File: src/rtl/divider_fp16_seq_pkg.sv
// Shared binary16 constants, divider FSM state type and packing helpers.
package fp16_pkg;

  localparam int FP16_BIAS  = 15;
  localparam int FP16_EXP_W = 5;
  localparam int FP16_MAN_W = 10;
  localparam logic [15:0] FP16_QNAN    = 16'h7E00;
  localparam logic [4:0]  FP16_EXP_MAX = 5'h1F;

  // One quotient bit per DIV cycle; twelve bits give the integer bit,
  // ten fraction bits and one extra bit for the single normalisation shift.
  localparam int DIV_STEPS = 12;
  localparam logic [3:0] DIV_LAST = 4'd11;

  typedef enum logic [1:0] {
    IDLE = 2'd0,
    DIV  = 2'd1,
    NORM = 2'd2,
    DONE = 2'd3
  } div_state_t;

  // Zero exponent field means "treat as zero" (no subnormals), on either side.
  function automatic logic fp16_is_special(input logic [15:0] a, input logic [15:0] b);
    return (a[14:10] == 5'h00) || (b[14:10] == 5'h00);
  endfunction

  // Result for the zero-operand cases, in priority order: 0/0, x/0, 0/x.
  function automatic logic [15:0] fp16_special(input logic [15:0] a, input logic [15:0] b);
    logic sign;
    logic [15:0] res;
    sign = a[15] ^ b[15];
    if ((b[14:10] == 5'h00) && (a[14:10] == 5'h00)) begin
      res = FP16_QNAN;
    end else if (b[14:10] == 5'h00) begin
      res = {sign, FP16_EXP_MAX, 10'h000};
    end else begin
      res = {sign, 15'h0000};
    end
    return res;
  endfunction

  // Pack a sign, a signed 7-bit biased exponent and a truncated mantissa,
  // saturating to infinity on overflow and flushing to zero on underflow.
  function automatic logic [15:0] fp16_pack(input logic sign,
                                            input logic signed [6:0] exp,
                                            input logic [9:0] mant);
    logic [15:0] res;
    if (exp >= 7'sd31) begin
      res = {sign, FP16_EXP_MAX, 10'h000};
    end else if (exp <= 7'sd0) begin
      res = {sign, 15'h0000};
    end else begin
      res = {sign, exp[4:0], mant};
    end
    return res;
  endfunction

endpackage

File: src/rtl/divider_fp16_seq_if.sv
// Operand/result handshake bundle for the sequential fp16 divider.
interface divider_fp16_seq_if;
  logic        in_valid;
  logic        in_ready;
  logic [15:0] a;
  logic [15:0] b;
  logic        out_valid;
  logic        out_ready;
  logic [15:0] z;

  modport master (
    output in_valid, a, b, out_ready,
    input  in_ready, out_valid, z
  );

  modport slave (
    input  in_valid, a, b, out_ready,
    output in_ready, out_valid, z
  );
endinterface

File: src/rtl/divider_fp16_seq_div_step.sv
// One restoring-division step: compare, conditionally subtract, shift left.
module div_step_12bit (
  input  logic [11:0] r,
  input  logic [10:0] mb,
  output logic        q_bit,
  output logic [11:0] r_next
);

  logic [11:0] diff;

  // Remainder always stays below 2*mb, so the shifted value fits 12 bits.
  always_comb begin
    diff   = r - {1'b0, mb};
    q_bit  = 1'b0;
    r_next = {r[10:0], 1'b0};
    if (r >= {1'b0, mb}) begin
      q_bit  = 1'b1;
      r_next = {diff[10:0], 1'b0};
    end else begin
      q_bit  = 1'b0;
      r_next = {r[10:0], 1'b0};
    end
  end

endmodule

File: src/rtl/divider_fp16_seq.sv
// Sequential binary16 divider z = a / b, one restoring quotient bit per clock.
module divider_fp16_seq
  import fp16_pkg::*;
(
  input  logic               clk,
  input  logic               rst,
  divider_fp16_seq_if.slave  bus
);

  div_state_t        state;
  div_state_t        state_next;
  logic [11:0]       r;
  logic [11:0]       q;
  logic [10:0]       mb;
  logic [3:0]        cnt;
  logic signed [6:0] e;
  logic              sign_z;
  logic [15:0]       z_reg;
  logic              out_valid_reg;

  logic              step_q;
  logic [11:0]       step_r;
  logic              special;
  logic [6:0]        e_accept;
  logic signed [6:0] norm_exp;
  logic [9:0]        norm_mant;
  logic [15:0]       norm_z;

  div_step_12bit u_step (
    .r      (r),
    .mb     (mb),
    .q_bit  (step_q),
    .r_next (step_r)
  );

  assign special  = fp16_is_special(bus.a, bus.b);
  // Modular 7-bit arithmetic yields the correct two's complement in [-16, 46].
  assign e_accept = {2'b00, bus.a[14:10]} - {2'b00, bus.b[14:10]} + 7'd15;

  assign bus.in_ready  = (state == IDLE);
  assign bus.out_valid = out_valid_reg;
  assign bus.z         = z_reg;

  // State register.
  always_ff @(posedge clk) begin
    if (rst) begin
      state <= IDLE;
    end else begin
      state <= state_next;
    end
  end

  // Next-state logic: accept, 12 DIV steps, one NORM, then hold in DONE.
  always_comb begin
    state_next = state;
    case (state)
      IDLE: begin
        if (bus.in_valid) begin
          state_next = special ? DONE : DIV;
        end else begin
          state_next = IDLE;
        end
      end
      DIV: begin
        if (cnt == DIV_LAST) begin
          state_next = NORM;
        end else begin
          state_next = DIV;
        end
      end
      NORM: begin
        state_next = DONE;
      end
      DONE: begin
        if (bus.out_ready) begin
          state_next = IDLE;
        end else begin
          state_next = DONE;
        end
      end
      default: begin
        state_next = IDLE;
      end
    endcase
  end

  // Normalise: quotient lies in (0.5, 2), so at most one left shift is needed.
  always_comb begin
    norm_exp  = e;
    norm_mant = q[10:1];
    if (q[11]) begin
      norm_exp  = e;
      norm_mant = q[10:1];
    end else begin
      norm_exp  = e - 7'sd1;
      norm_mant = q[9:0];
    end
    norm_z = fp16_pack(sign_z, norm_exp, norm_mant);
  end

  // Datapath registers: operand capture, iteration, result and out_valid.
  always_ff @(posedge clk) begin
    if (rst) begin
      r             <= 12'h000;
      q             <= 12'h000;
      mb            <= 11'h000;
      cnt           <= 4'd0;
      e             <= 7'sd0;
      sign_z        <= 1'b0;
      z_reg         <= 16'h0000;
      out_valid_reg <= 1'b0;
    end else begin
      case (state)
        IDLE: begin
          if (bus.in_valid) begin
            sign_z <= bus.a[15] ^ bus.b[15];
            mb     <= {1'b1, bus.b[9:0]};
            e      <= $signed(e_accept);
            q      <= 12'h000;
            cnt    <= 4'd0;
            r      <= {1'b0, 1'b1, bus.a[9:0]};
            if (special) begin
              z_reg         <= fp16_special(bus.a, bus.b);
              out_valid_reg <= 1'b1;
            end
          end
        end
        DIV: begin
          q   <= {q[10:0], step_q};
          r   <= step_r;
          cnt <= cnt + 4'd1;
        end
        NORM: begin
          z_reg         <= norm_z;
          out_valid_reg <= 1'b1;
        end
        DONE: begin
          if (bus.out_ready) begin
            out_valid_reg <= 1'b0;
          end
        end
        default: begin
          out_valid_reg <= 1'b0;
        end
      endcase
    end
  end

endmodule

File: src/flat_wrapper.sv
// flat-port wrapper written by rule: the top's interface ports become plain ports
module divider_fp16_seq_flat import fp16_pkg::*;
  (clk, rst, bus_in_valid, bus_a, bus_b, bus_out_ready, bus_in_ready, bus_out_valid, bus_z);
  divider_fp16_seq_if bus_i ();
  input  logic clk;
  input  logic rst;
  input wire logic [$bits(bus_i.in_valid)-1:0] bus_in_valid;
  input wire logic [$bits(bus_i.a)-1:0] bus_a;
  input wire logic [$bits(bus_i.b)-1:0] bus_b;
  input wire logic [$bits(bus_i.out_ready)-1:0] bus_out_ready;
  output wire logic [$bits(bus_i.in_ready)-1:0] bus_in_ready;
  output wire logic [$bits(bus_i.out_valid)-1:0] bus_out_valid;
  output wire logic [$bits(bus_i.z)-1:0] bus_z;
  assign bus_i.in_valid = bus_in_valid;
  assign bus_i.a = bus_a;
  assign bus_i.b = bus_b;
  assign bus_i.out_ready = bus_out_ready;
  assign bus_in_ready = bus_i.in_ready;
  assign bus_out_valid = bus_i.out_valid;
  assign bus_z = bus_i.z;
  divider_fp16_seq u_core (.clk(clk), .rst(rst), .bus(bus_i));
endmodule
File: config.mk
export PLATFORM = sky130hd
export DESIGN_NAME = divider_fp16_seq_flat
export DESIGN_NICKNAME = d
export VERILOG_FILES = /design/src/rtl/divider_fp16_seq_pkg.sv /design/src/rtl/divider_fp16_seq_if.sv /design/src/rtl/divider_fp16_seq_div_step.sv /design/src/rtl/divider_fp16_seq.sv /design/src/flat_wrapper.sv
export SDC_FILE = /design/constraint.sdc
export NUM_CORES = 1
export LEC_CHECK = 0
export BUFFER_PORTS_ARGS = -buffer_cell sky130_fd_sc_hd__buf_2
export CAP_MARGIN = 10
export CORE_MARGIN = 1
export CORE_UTILIZATION = 55
export CTS_CLUSTER_DIAMETER = 40
export DETAILED_ROUTE_END_ITERATION = 6
export PLACE_DENSITY = 0.78
export SKIP_LAST_GASP = 1
export SLEW_MARGIN = 20
export SYNTH_ARGS = -nofsm -noshare
export SYNTH_HDL_FRONTEND = slang
export SYNTH_SLANG_ARGS = --single-unit
File: constraint.sdc
create_clock -name clk -period 8.2 [get_ports clk]
set_input_delay 2.46 -clock clk [delete_from_list [all_inputs] [get_ports clk]]
set_output_delay 2.46 -clock clk [all_outputs]
set_load 0.03 [all_outputs]
# [After elaboration in Yosys (flattened, before gate mapping)]
# Index checks and enable logic that the tools add are counted.
# W data, S select, Z words.
[word_totals] elab_cells=63 out_inout_bits=18 ff_bits=66 input_bits=36
[op_classes] n_eq_ne=7 n_addsub=5 order_cmp=3 mux=26 n_bitwise=1 n_reduce_logical=12
[op_table] operator="$mux W16" n=3
[op_table] operator="$pmux W12 S2" n=2
[op_table] operator="$mux W15" n=3
[op_table] operator="$mux W12" n=3
[op_table] operator="$pmux W16 S2" n=1
[op_table] operator="$ge A12 B11 Y1" n=1
[op_table] operator="$sub A11 B11 Y11" n=1
[op_table] operator="$logic_not A5 Y1" n=2
[op_table] operator="$mux W10" n=1
[op_table] operator="$mux W2" n=4
[op_table] operator="$pmux W2 S4" n=1
[op_table] operator="$pmux W4 S2" n=1
[op_table] operator="$add A7 B4 Y7 const B" n=1
[op_table] operator="$ge A7 B6 Y1 const B" n=1
[op_table] operator="$le A7 B1 Y1 const B" n=1
[op_table] operator="$mux W7" n=1
[op_table] operator="$sub A7 B2 Y7 const B" n=1
[op_table] operator="$sub A5 B5 Y6" n=1
[op_table] operator="$add A4 B1 Y4 const B" n=1
[op_table] operator="$eq A2 B2 Y1 const B" n=2
[op_table] operator="$eq A4 B4 Y1 const B" n=1
[op_table] operator="$mux W1" n=4
[op_table] operator="$mux W4" n=1
[op_table] operator="$ne A2 B2 Y1 const B" n=2
[op_table] operator="other kinds (12)" n=14

# [Longest topological paths before layout]
[depth] ltp_word=6 ltp_mapped=10 mapped_depth_nobuf=10

# [By module]
# Synthesis repeated with hierarchy kept, for this count alone.
[hier_totals] cells_unflattened=469 hier_area_um2=3947.5
[by_module_without_submodules] mod="divider_fp16_seq" cells_each=375 n_inst=1 seq_area_each_um2=1321.3 area_each_um2=3220.6
[by_module_without_submodules] mod="div_step_12bit" cells_each=94 n_inst=1 seq_area_each_um2=0.0 area_each_um2=726.9

# [Worst setup path after synthesis]
# Ideal clock, no wire load.
[synth_timing] kind="input to register" startpoint="input bus_a[10]" endpoint="register u_core.e[5]" required_time_ps=8067 stages=10 setup_ps=133 arrival_ps=4356 n_path_buf=0 setup_slack_ps=3712 cell_sequence="inv_1 > ha_1 > inv_1 > fa_1 > xnor2_1 > and3_1 > or4b_2 > nand3_1 > xnor2_1 > a21oi_1"
[synth_between] elab_chain_len=2
[synth_rtl] item="start: declaration" line="flat_wrapper.sv:8" source="input wire logic [$bits(bus_i.a)-1:0] bus_a;"
[synth_rtl] item="$sub A5 B5 Y6" line="divider_fp16_seq.sv:38" source="assign e_accept = {2'b00, bus.a[14:10]} - {2'b00, bus.b[14:10]} + 7'd15;"
[synth_rtl] item="$add A7 B4 Y7" line="divider_fp16_seq.sv:38"
[synth_rtl] item="end signal: assignment" line="divider_fp16_seq.sv:118" source="e <= $signed(e_accept);"
[synth_rtl] item="end: declaration" line="divider_fp16_seq.sv:16" source="logic signed [6:0] e;"
# No other way between the ends.
# A chain may end at the register's enable or synchronous reset.

# [Worst setup path after layout]
# Ends and elaborated chain as after synthesis.

==> qor.yml <==
core-area_mm2: 0.006495
p_per_area_mw_per_mm2: 220.2
root_buffer: "clkbuf_8"
drv_slew: 0
synth_cell_type_count: 57
ys_ff_latch: 66
first_pass_iters: 5
grt_first_pass_wirelength_um: 14840
area_growth_pct: 12.63
critical_path.max_fanout: 4
synth_async_sr_flop_share_pct: 0
placedInstanceArea_mm2: 0.004069
hold_path_class: "flop to flop"
grt_pass1_vias: 3349
die_h_um: 85.05
synthCells: 470
final_nets: 566
num_rows: 29
critPathLaunchType: "input pin"
die_area_mm2: 0.007234
grt_max_degree: 49
layout-drive-gt1-share_pct: 15.95
clockBufferDepth: 2
fin_tns_setup_ns: 0
end_kind: "flop"
p_clk_share_pct: 29.9
ctsHtreeMaxLevel: 3
yosys_warnings: 0
cts_made_buffers: 9
synth_sequential_area_ratio_pct: 34.83
cts_hold_buffers: 0
slew_headroom_pct: 35.91
hold_violations: 0
dr_total_vias: 3529
n_antenna_cell: 0
fillers: 564
worstPathArrival_ns: 4.63
p_switching_mw: 0.3293
grt_usage_pct: 25.68
critPathKind: "input pin to flop"
synth_edf_count: 0
syn_nets: 527
start_util_pct: 58.41
avgSynthCellArea_um2: 8.072
final-setup-viol-count: 0
internal_power_mw: 0.6116
fmax_mhz: 227.1
io_buffers: 53
status: "completed"
ioPinCount: 54
cts_resized: 0
cts_tree: "yes"
leakagePower_nw: 1.736
vias_per_cell: 5.971
comb_power_share_pct: 31.6
synth_area_mm2: 0.003794
avgRoutedWirePerCell_um: 14.69
clkLatencyLatePin_ns: 0.35
synth_top_flop_cell: "dfxtp_1"
min_period_over_period_pct: 53.70
path_clk_slew_ns: 0.08
period_needed_ns: 4.403
gp_congestion: 0.9397
rsz0062_at_grt: "no"
die_w_um: 85.05
routed_wl_um: 8684
hpwl_um: 6126
pwr-share-seq_pct: 38.5
peakVddDrop_mv: 0.1922
clock_sinks: 66
skew_ns: 0.01200
drt_iter0_markers: 182
maxCapViolations: 0
antenna_found_initial: 0
largest_reg_flops: 16
fin_area_mm2: 0.004273
crit_required_ns: 8.42
tightest_slew_ns: 0.9590
swShare_pct: 34.99
drc_errors: 0
detail-route-antenna-nets: 0
overflow: 0
postCtsSetupBuffers: 0
[final timing paths]
path,depth (start not counted),start,end,slack [ns]
worst max register to register,9,u_core.r[0]$_SDFFE_PP0P_,u_core.r[2]$_SDFFE_PP0P_,5.47
worst min register to register,2,u_core.mb[5]$_SDFFE_PP0P_,u_core.mb[5]$_SDFFE_PP0P_,0.46
worst min-delay path,2,u_core.mb[5]$_SDFFE_PP0P_,u_core.mb[5]$_SDFFE_PP0P_,0.46
worst max-delay path,11,bus_a[10],u_core.e[5]$_SDFFE_PP0P_,3.80
[per-stage QoR]
stage               setup slack, ns  hold WS [ns]  total power [mW]  instances  utilization, %
floorplan                     3.712        0.4363            0.6001        470               -
global placement              3.546        0.4422            0.6539        575           62.65
detailed placement            3.461        0.4409            0.6622        575           62.65
CTS                           3.837        0.4575            0.9424        591           65.75
global route                  3.665        0.4737            0.9978        591           65.79
finish                        3.797        0.4557            0.9409        591           65.79
[power by group through the flow]
stage	clock network (mW)	logic (mW)	registers (mW)
detailed placement	0	0.293	0.369
global placement	0	0.285	0.368
CTS	0.286	0.295	0.362
finish	0.281	0.298	0.362
global route	0.302	0.330	0.365
floorplan	0	0.238	0.362
[logic make-up (layout without fill, tap and decap cells)]
kind of cell | Yosys count | after routing | synth area share, %
adders and majority gates | 22 | 22 | 7.586
and+or+nand+nor | 163 | 163 | 21.31
buffers and inverters | 53 | 97 | 5.343
muxes | 23 | 23 | 6.134
AOI/OAI and AO/OA | 127 | 127 | 21.11
xor gates and xnor gates | 16 | 16 | 3.694
DFF | 66 | 66 | 34.83
[placed cells by master (no fill, tap or decap), types with 13 or more instances in the layout]
master   count
mux2i_1     21
buf_2       53
ha_1        19
nor2_1      30
nand2_1     60
dfxtp_1     66
nand3_1     24
xnor2_1     13
a21oi_1     51
o21ai_0     25
inv_1       24
[cells in the mapped netlist, types with 5 or more instances]
cell type	instances	area (um^2)
dfxtp_1	66	1321
nand2_1	60	225.2
a21oi_1	51	255.2
nor2_1	31	116.4
o21ai_0	25	125.1
inv_1	24	90.09
nand3_1	24	120.1
clkbuf_1	22	82.58
mux2i_1	21	210.2
ha_1	19	237.7
xnor2_1	13	113.9
o2bb2ai_1	9	78.83
nand4_1	7	43.79
o21a_1	7	52.55
nand2b_1	6	37.54
nor3_1	5	25.02
[critical path, stage by stage]
cell     delay, ns
buf_2         0.10
inv_1         0.04
ha_1          0.15
inv_1         0.05
fa_1          0.39
xnor2_1       0.26
and3_1        0.26
or4b_2        0.59
nand3_1       0.11
xnor2_1       0.12
a21oi_1       0.08
[final cells by class]
class / count / area, um^2 / area share (%)
clock buffer: 9 / 123.9 / 2.899
clock inverter: 7 / 77.57 / 1.816
inverter: 25 / 93.84 / 2.196
multi-input combinational: 351 / 2272 / 53.18
sequential: 66 / 1321 / 30.92
tap: 77 / 96.34 / 2.255
timing repair buffer: 56 / 287.8 / 6.735
[metal layers]
metal  vias to the layer above  GRT usage, %  part of all wire [%]
met5                         -             0                     0
met3                        18         6.809                   4.8
met2                        91         44.94                    49
li1                       1762             -                     -
met4                         0         9.245                   2.0
met1                      1658         30.23                    45
Power figures use the tool's default switching activity.
